[config.mk]
export PLATFORM = sky130hd
export DESIGN_NAME = input_capture
export DESIGN_NICKNAME = d
export VERILOG_FILES = /design/src/rtl/input_capture_pkg.sv /design/src/rtl/input_capture_sync_edge.sv /design/src/rtl/input_capture.sv
export SDC_FILE = /design/constraint.sdc
export NUM_CORES = 1
export LEC_CHECK = 0
export ABC_AREA = 1
export ABC_CLOCK_PERIOD_IN_PS = 2350
export CAP_MARGIN = 20
export CORE_MARGIN = 3
export CORE_UTILIZATION = 35
export DETAILED_ROUTE_END_ITERATION = 8
export DONT_BUFFER_PORTS = 1
export MAX_ROUTING_LAYER = met4
export PLACE_DENSITY = 0.57
export SLEW_MARGIN = 10
export SYNTH_ARGS = -nofsm -noshare
export SYNTH_HDL_FRONTEND = slang
export SYNTH_SLANG_ARGS = --single-unit
[constraint.sdc]
create_clock -name clk -period 2.35 [get_ports clk]
set_input_delay 0.3525 -clock clk [delete_from_list [all_inputs] [get_ports clk]]
set_output_delay 0.3525 -clock clk [all_outputs]
set_load 0.01 [all_outputs]
[src/rtl/input_capture_pkg.sv]
// Shared types and default widths for the processor input-capture block.
package input_capture_pkg;

    localparam int unsigned SW_W_DEF  = 16;
    localparam int unsigned OUT_W_DEF = 32;
    localparam int unsigned CNT_W_DEF = 8;

    typedef enum logic [1:0] {
        ST_IDLE  = 2'd0,
        ST_ARMED = 2'd1,
        ST_VALID = 2'd2,
        ST_DONE  = 2'd3
    } state_t;

endpackage

[src/rtl/input_capture_sync_edge.sv]
// Two-flop synchronizer followed by a rising-edge detector; rise_c is one clk wide.
module sync_edge (
    input  logic clk,
    input  logic rst,
    input  logic d,
    output logic rise_c
);

    logic meta_q;
    logic sync_q;
    logic prev_q;

    always_ff @(posedge clk or posedge rst) begin
        if (rst) begin
            meta_q <= 1'b0;
            sync_q <= 1'b0;
            prev_q <= 1'b0;
        end else begin
            meta_q <= d;
            sync_q <= meta_q;
            prev_q <= sync_q;
        end
    end

    assign rise_c = sync_q & ~prev_q;

endmodule

[src/rtl/input_capture.sv]
// One-shot handshaken capture of the switch word on a fresh button press,
// serving the processor's stalling input instruction.
module input_capture
    import input_capture_pkg::*;
#(
    parameter int unsigned SW_W  = SW_W_DEF,
    parameter int unsigned OUT_W = OUT_W_DEF,
    parameter int unsigned CNT_W = CNT_W_DEF
) (
    input  logic             clk,
    input  logic             rst,
    input  logic             btn_pulse,
    input  logic [SW_W-1:0]  sw_in,
    input  logic             in_req,
    input  logic             in_ack,
    output logic [OUT_W-1:0] data_out,
    output logic             data_valid,
    output logic             stall,
    output logic             waiting,
    output logic [CNT_W-1:0] dropped_cnt
);

    state_t          state_q;
    state_t          state_next;
    logic            btn_rise_c;
    logic            capture_c;
    logic            drop_c;
    logic [SW_W-1:0] sw_meta;
    logic [SW_W-1:0] sw_s;

    sync_edge u_btn_sync (
        .clk    (clk),
        .rst    (rst),
        .d      (btn_pulse),
        .rise_c (btn_rise_c)
    );

    // Switch word synchronizer
    always_ff @(posedge clk or posedge rst) begin
        if (rst) begin
            sw_meta <= '0;
            sw_s    <= '0;
        end else begin
            sw_meta <= sw_in;
            sw_s    <= sw_meta;
        end
    end

    // Next state; an in_req drop in ARMED wins over a simultaneous press
    always_comb begin
        state_next = state_q;
        capture_c  = 1'b0;
        drop_c     = 1'b0;
        case (state_q)
            ST_IDLE: begin
                drop_c = btn_rise_c;
                if (in_req) state_next = ST_ARMED;
            end
            ST_ARMED: begin
                if (!in_req) begin
                    state_next = ST_IDLE;
                end else if (btn_rise_c) begin
                    state_next = ST_VALID;
                    capture_c  = 1'b1;
                end
            end
            ST_VALID: begin
                drop_c = btn_rise_c;
                if (in_ack) state_next = ST_DONE;
            end
            ST_DONE: begin
                drop_c = btn_rise_c;
                if (!in_req) state_next = ST_IDLE;
            end
            default: state_next = ST_IDLE;
        endcase
    end

    // State and registered outputs, decoded from the next state
    always_ff @(posedge clk or posedge rst) begin
        if (rst) begin
            state_q     <= ST_IDLE;
            data_out    <= '0;
            data_valid  <= 1'b0;
            waiting     <= 1'b0;
            dropped_cnt <= '0;
        end else begin
            state_q    <= state_next;
            data_valid <= (state_next == ST_VALID);
            waiting    <= (state_next == ST_ARMED);
            if (capture_c) data_out <= OUT_W'(sw_s);
            if (drop_c && (dropped_cnt != {CNT_W{1'b1}}))
                dropped_cnt <= dropped_cnt + CNT_W'(1);
        end
    end

    // Combinational so the processor stalls in the same cycle it requests
    assign stall = in_req & ~rst & ((state_q == ST_IDLE) | (state_q == ST_ARMED));

endmodule

==> run summary, run 1 <==
Status - complete, no violations
Clock Sinks - 63
Via count - 1277
Clock Pin Slew Worst Setup and Hold Paths - 0.07 ns
Final WL - 3670 µm
CP max stage cell - dfrtp_1
Post-synthesis mux area share - 0%
Max IR drop VDD - 0.639 mV
Vias in the first global route - 1250
Mean Syn Cell Area - 10.9 µm²
Grt ovf - 0
Met2 Use GR - 16.6%
Buffers on Ports - 0
Post-synthesis simple-gate area fraction - 19.5%
Share of layout cells above drive strength 1 - 13.3%
Pwr Density - 1110 mW/mm²
Critical Path RT - 2.00 ns
XOR/XNOR Fraction of Synth Area - 1.15%
ANT nets after route - 0
Post-synth ARST share - 100%
Synth Register Bits - 63
Crit path time final - 1.42 ns
Post-synthesis sequential area ratio - 69.2%
Num CTS Buffers - 9
Worst Hold Endpoint - sw_meta[3]
Clock latency on the worst-skew pair - 0.32 ns
Final-layout fill cell count - 589
Worst Path Max Fanout - 3
Yosys cell types - 19
Final hold vios - 0
Hold bufs inserted after CTS - 1
Synth cell count leaders - 81 x nand2_1, 63 x dfrtp_1, 16 x buf_4
RSZ-0062 raised after global routing - no
Startpoint of the worst hold path - sw_in[3]
MaxCap Viol Count - 0
Most frequent cell after synthesis - nand2_1
Area after DPL - 0.00230 mm²
Critical path class - flop to output port
Area Growth Syn to Fin - 10.8%
Main combinational cell family by area after synthesis - simple AND/OR/NAND/NOR gates
Largest cells by area after synthesis - dfrtp_1 69%, nand2_1 13%, buf_4 5.3%
Post-route clock period utilization - 60.2%
Root Driver - clkbuf_8
1st-iter DRT viols - 77
Initial antenna violation count - 2
Avg WL per Cell - 12.1 µm
EDFF count, synth - 0
First-pass DRT Iterations - 4
Critical path endpoint category - output port
Buffers and inverters on the worst path - 1
R2r worst-path depth - 8
Setup Buffers After CTS - 0
Tot GR Track Use - 11.3%
Final worst setup slack - 0.935 ns
DRC errors left - 0
I/O pins - 64
Startpoint types - flop
Compound-Gate Fraction of Synth Area - 0.659%
Resize count post-CTS - 0
Clk_skew - 0.00731 ns
Synth Warn # - 0
Final setup TNS - 0 ns
Syn Std Cell Area - 0.00228 mm²
Design area - 0.00253 mm²
Clock Path Buffers - 2
Max stage delay on crit path - 0.38 ns
Reg2reg start - dropped_cnt[0]
H-tree depth - 3
Gr busiest metal - met2
Post-synth top flop - dfrtp_1
Net count, final - 242
Hold Crit Class - input pin to flop
CTS tree - done
Place WS - 0.942 ns
WHS Path Cells - 0
Starting Density - 37.4%
Worst reg2reg path endpoint - dropped_cnt[7]
Max Clk Rate - 707 MHz
DPL Wire Length - 2520 µm
Flop2flop setup slack - 0.95 ns
Core ar. - 0.00610 mm²
Worst-path cell chain - inv_2, nand2_2, nor2_1
GRT met1 Usage - 12.5%
Width of the die - 86.7 µm
# setup viols final - 0
LEAKAGE - 1.28 nW
Leading area contributor after synthesis - dfrtp_1
Adder-Cell Fraction of Synth Area - 0.549%
Detail-routed via count per cell - 4.23
Final core occ - 41.4%
Crit path DAT - 1.06 ns
Rows - 28
Non-Filler Instances - 302
Yosys top cell area share - 69.2%
Slew Limit Fails - 0
Largest net degree at the start of global routing - 34
First-pass GRT wire length - 6070 µm
Crit-path leading delay family - flip-flops
Post-synthesis cell count - 209
Die Footprint - 0.00752 mm²
Met3 GRT Util - 6.94%
Die H - 86.7 µm
Dpl cells - 283
Gp weighted congestion - 0.669
==> where the power goes <==
part / internal (mW) / leakage [nW] / total [mW] / switching, mW
combinational: 0.117 / 0.408 / 0.328 / 0.211
sequential: 1.29 / 0.766 / 1.53 / 0.240
clock: 0.574 / 0.109 / 0.953 / 0.380
total: 1.99 / 1.28 / 2.82 / 0.830
==> state kept, by name (all words and copies together), names as in the netlist, 2 cells and up <==
| signal | flops |
|---|---|
| data_out | 16 |
| dropped_cnt | 8 |
| state_q | 2 |
| sw_meta | 16 |
| sw_s | 16 |
==> layer usage <==
layer  share of wire [%]  up-vias
met5                   0        -
met3                 9.5        6
met4                 1.5        0
met2                  48       47
li1                    -      627
met1                  41      597
==> through the flow <==
stage / power (mW) / hold WS, ns
2_1_floorplan: 1.82 / 0.331
3_3_place_gp: 1.88 / 0.333
3_5_place_dp: 1.90 / 0.336
4_1_cts: 2.87 / 0.0295
5_1_grt: 3.00 / 0.0218
6_report: 2.82 / 0.0512
==> worst max path at each step <==
stage                   startpoint             end  slack (ns)  cells after the start
global placement    dropped_cnt[1]  dropped_cnt[4]        1.00                      8
global route        dropped_cnt[0]  dropped_cnt[1]        0.81                      8
floorplan                      rst     data_out[0]        0.43                      1
finish                  state_q[1]           stall        0.93                      3
detailed placement  dropped_cnt[0]  dropped_cnt[5]        0.94                      8
CTS                     state_q[1]           stall        0.91                      3
==> logic make-up (layout without fill, tap and decap cells) <==
logic type      Yosys count  after routing
xor+xnor                  3              3
flops                    63             63
fa+ha+maj                 1              1
simple gates            106            106
compound gates            3              3
buf+inv                  32             33
other cells               1             18
==> placed cells by master (no fill, tap or decap), types with 3 or more instances in the layout <==
cell type  netlist  final
clkbuf_8         0     12
conb_1           1     16
dfrtp_1         63     63
inv_1           10      9
inv_2            2      3
nand2_1         81     81
nand2_2          4      4
nand3_1          5      5
nor2_1          11     11
o21ai_0          3      3
==> cell type report <==
cell class                 instances  area, µm²  share of cell area, %
timing repair buffer               3       25.0                  0.991
clock inverter                     3       40.0                   1.58
clock buffer                      13        169                   6.69
antenna                            2       5.00                  0.198
sequential                        63       1580                   62.4
multi-input combinational        129        559                   22.1
tap                               75       93.8                   3.71
inverter                          14       57.6                   2.28
(Power assumes the default switching activity.)
==> run 2: changes to the inputs <==
Settings changed: ABC_CLOCK_PERIOD_IN_PS 2350 to 1170, PLACE_DENSITY 0.57 to 0.59.
Clock period 2.35 ns to 1.17 ns, I/O delays scaled along.
==> run 2 against run 1 <==
  * Wire length rose by 15%
  * Critical path type is now flop to flop
  * The flow now finishes with violations (negative setup slack)
  * Sequential power rose by 97%
  * Register-to-register slack got worse by 0.98 ns
  * Count of clock-buffer cells in the layout did not move
  * Clock skew fell by 0.0020 ns
  * Critical endpoint is now dropped_cnt[4]
  * Utilization rose by 7.2 points
==> run summary, run 2 (synthesis results as in run 1) <==
Largest net degree at the start of global routing - 57 (was 34)
Antenna diodes - 0 (was 2)
First element of the critical path - dropped_cnt[0] (was state_q[1])
Num CTS Buffers - 9 (unchanged)
Reg2reg start - dropped_cnt[0] (unchanged)
Routed met1 length - 1650 µm (was 1500 µm)
WP depth - 7 (was 3)
Die Footprint - 0.00752 mm² (unchanged)
I/O pins - 64 (unchanged)
Highest Signal Layer - met4 (unchanged)
Width of the die - 86.7 µm (unchanged)
Worst-path cell chain - ha_2, nand2_2, nor2_4, buf_6, xor2_4, nand2_4, nand2_2 (was inv_2, nand2_2, nor2_1)
Worst reg2reg path endpoint - dropped_cnt[4] (was dropped_cnt[7])
DR WL met3 - 315 µm (was 349 µm)
Most used cell, CP - nand2_2
Pwr Density - 1950 mW/mm² (was 1110 mW/mm²)
Tot GR Track Use - 12.7% (was 11.3%)
Clock latency on the worst-skew pair - 0.33 ns (was 0.32 ns)
Startpoint of the worst hold path - in_req (was sw_in[3])
Vias in the first global route - 1469 (was 1250)
Area Growth Syn to Fin - 30.2% (was 10.8%)
DR WL met2 - 2200 µm (was 1760 µm)
Status - complete, but fails checks (was complete, no violations)
Clock Pin Slew Worst Setup and Hold Paths - 0.07 ns (about the same)
LEAKAGE - 1.50 nW (was 1.28 nW)
Largest registers - data_out x16, sw_meta x16, sw_s x16 (unchanged)
First-pass DRT Iterations - 4 (unchanged)
Avg WL per Cell - 12.5 µm (was 12.1 µm)
Clock Path Buffers - 2 (unchanged)
Via count - 1456 (was 1277)
Place WS - -0.0403 ns (was 0.942 ns)
Post-route clock period utilization - 102%
Detail-routed via count per cell - 4.33 (was 4.23)
Final hold vios - 0 (unchanged)
R2r worst-path depth - 7 (was 8)
Die H - 86.7 µm (unchanged)
Share of layout cells above drive strength 1 - 26.1% (was 13.3%)
CTS tree - done (unchanged)
Core ar. - 0.00610 mm² (unchanged)
Clk_skew - 0.00531 ns (was 0.00731 ns)
Rows - 28 (unchanged)
ANT nets after route - 0 (unchanged)
Gp weighted congestion - 0.758 (was 0.669)
RSZ-0062 raised after global routing - yes (was no)
Dpl cells - 295 (was 283)
# setup viols final - 6 (was 0)
Final WL - 4210 µm (was 3670 µm)
Critical Path RT - 1.44 ns (was 2.00 ns)
Starting Density - 37.4% (unchanged)
Grt ovf - 0 (unchanged)
Buffers and inverters on the worst path - 1 (unchanged)
Final worst setup slack - -0.0287 ns (was 0.935 ns)
Most frequent cells in the layout - 63 x nand2_1, 63 x dfrtp_1, 20 x dlygate4sd3_1 (was 81 x nand2_1, 63 x dfrtp_1, 16 x conb_1)
Buffers on Ports - 0 (unchanged)
1st-iter DRT viols - 93 (was 77)
Clock Sinks - 63 (unchanged)
H-tree depth - 3 (unchanged)
Startpoint types - flop (unchanged)
Failing checks - negative setup slack
MaxCap Viol Count - 0 (unchanged)
Hold Crit Class - input pin to flop (unchanged)
Flop2flop setup slack - -0.03 ns (was 0.95 ns)
Max Clk Rate - 834 MHz
First-pass GRT wire length - 6940 µm (was 6070 µm)
Design area - 0.00297 mm² (was 0.00253 mm²)
Critical path class - flop to flop (was flop to output port)
Worst Path Max Fanout - 2 (was 3)
DRC errors left - 0 (unchanged)
Net count, final - 278 (was 242)
Slew Limit Fails - 0 (unchanged)
Critical path endpoint category - flop (was output port)
Crit-path leading delay family - flip-flops (unchanged)
Max IR drop VDD - 0.831 mV (was 0.639 mV)
Area after DPL - 0.00241 mm² (was 0.00230 mm²)
Crit path DAT - 1.46 ns (was 1.06 ns)
Crit path time final - 1.20 ns
Setup crit end - dropped_cnt[4] (was stall)
Initial antenna violation count - 0 (was 2)
DPL Wire Length - 2660 µm (was 2520 µm)
CP max stage cell - dfrtp_1 (unchanged)
Non-Filler Instances - 336 (was 302)
Max stage delay on crit path - 0.35 ns (was 0.38 ns)
Root Driver - clkbuf_8 (unchanged)
run 2: changes by cell type in the layout (fill, tap and decap cells not counted), sizes merged:
| cell | change |
|---|---|
| diode | -2 |
| bufinv | -1 |
| clkinvlp | +2 |
| dlygate4sd3 | +19 |
| buf | +16 |
| inv | -1 |
| nand2 | +1 |
run 2: worst reg2reg max path, cell delays in order, from the launching register on:
cell and delay [ns]:
dfrtp_1 0.35, ha_2 0.19, nand2_2 0.07, nor2_4 0.13, buf_6 0.13, xor2_4 0.17, nand2_4 0.05, nand2_2 0.05
run 2: worst min path at each step:
stage                       end  slack [ns]  cells after the start
global placement        waiting       -0.02                      1
floorplan            sw_meta[0]        0.21                      0
finish               state_q[1]        0.12                      4
CTS                 data_out[6]        0.11                      4
global route        data_out[6]        0.14                      4
detailed placement      waiting       -0.02                      1
run 2: final cells by class:
| class | instances | area (µm²) |
|---|---|---|
| Fill cell | 562 | 3130 |
| Clock buffer | 13 | 159 |
| Inverter | 14 | 71.3 |
| Clock inverter | 3 | 17.5 |
| Sequential cell | 63 | 1580 |
| Timing Repair Buffer | 38 | 359 |
| Tap cell | 75 | 93.8 |
| Multi-Input combinational cell | 130 | 691 |
run 2: per-stage QoR:
stage                     util [%]  setup TNS (ns)  total power [mW]  hold slack (ns)
final                         48.7          -0.103              5.78            0.122
after global routing          48.7           -1.66              6.20            0.138
after CTS                     46.4         -0.0427              5.75            0.106
after detailed placement      39.6          -0.198              3.95          -0.0180
after global placement        39.6               0              3.92          -0.0212
after floorplan                  -          -0.608              3.65            0.207
run 2: what timing repair did:
item | in CTS | in global routing
endpoints found under the hold margin | 82 | 0
setup endpoints to repair | 8 | 25
pin swaps | 5 | 9
resized for setup | 7 | 34
hold buffers | 20 | 0
gates cloned | 1 | 0
buffers inserted | 1 | 3
run 2: where the power goes:
| group | internal, mW | switching (mW) |
|---|---|---|
| Sequential | 2.60 | 0.422 |
| Clock | 0.878 | 0.759 |
| Combinational | 0.482 | 0.635 |
| Total | 3.96 | 1.82 |
run 2: routing by layer:
layer | GRT usage, % | vias up
li1 | - | 699
met2 | 18.8 | 51
met1 | 14.5 | 700
met4 | 8.07 | 0
met3 | 4.66 | 6
met5 | - | -
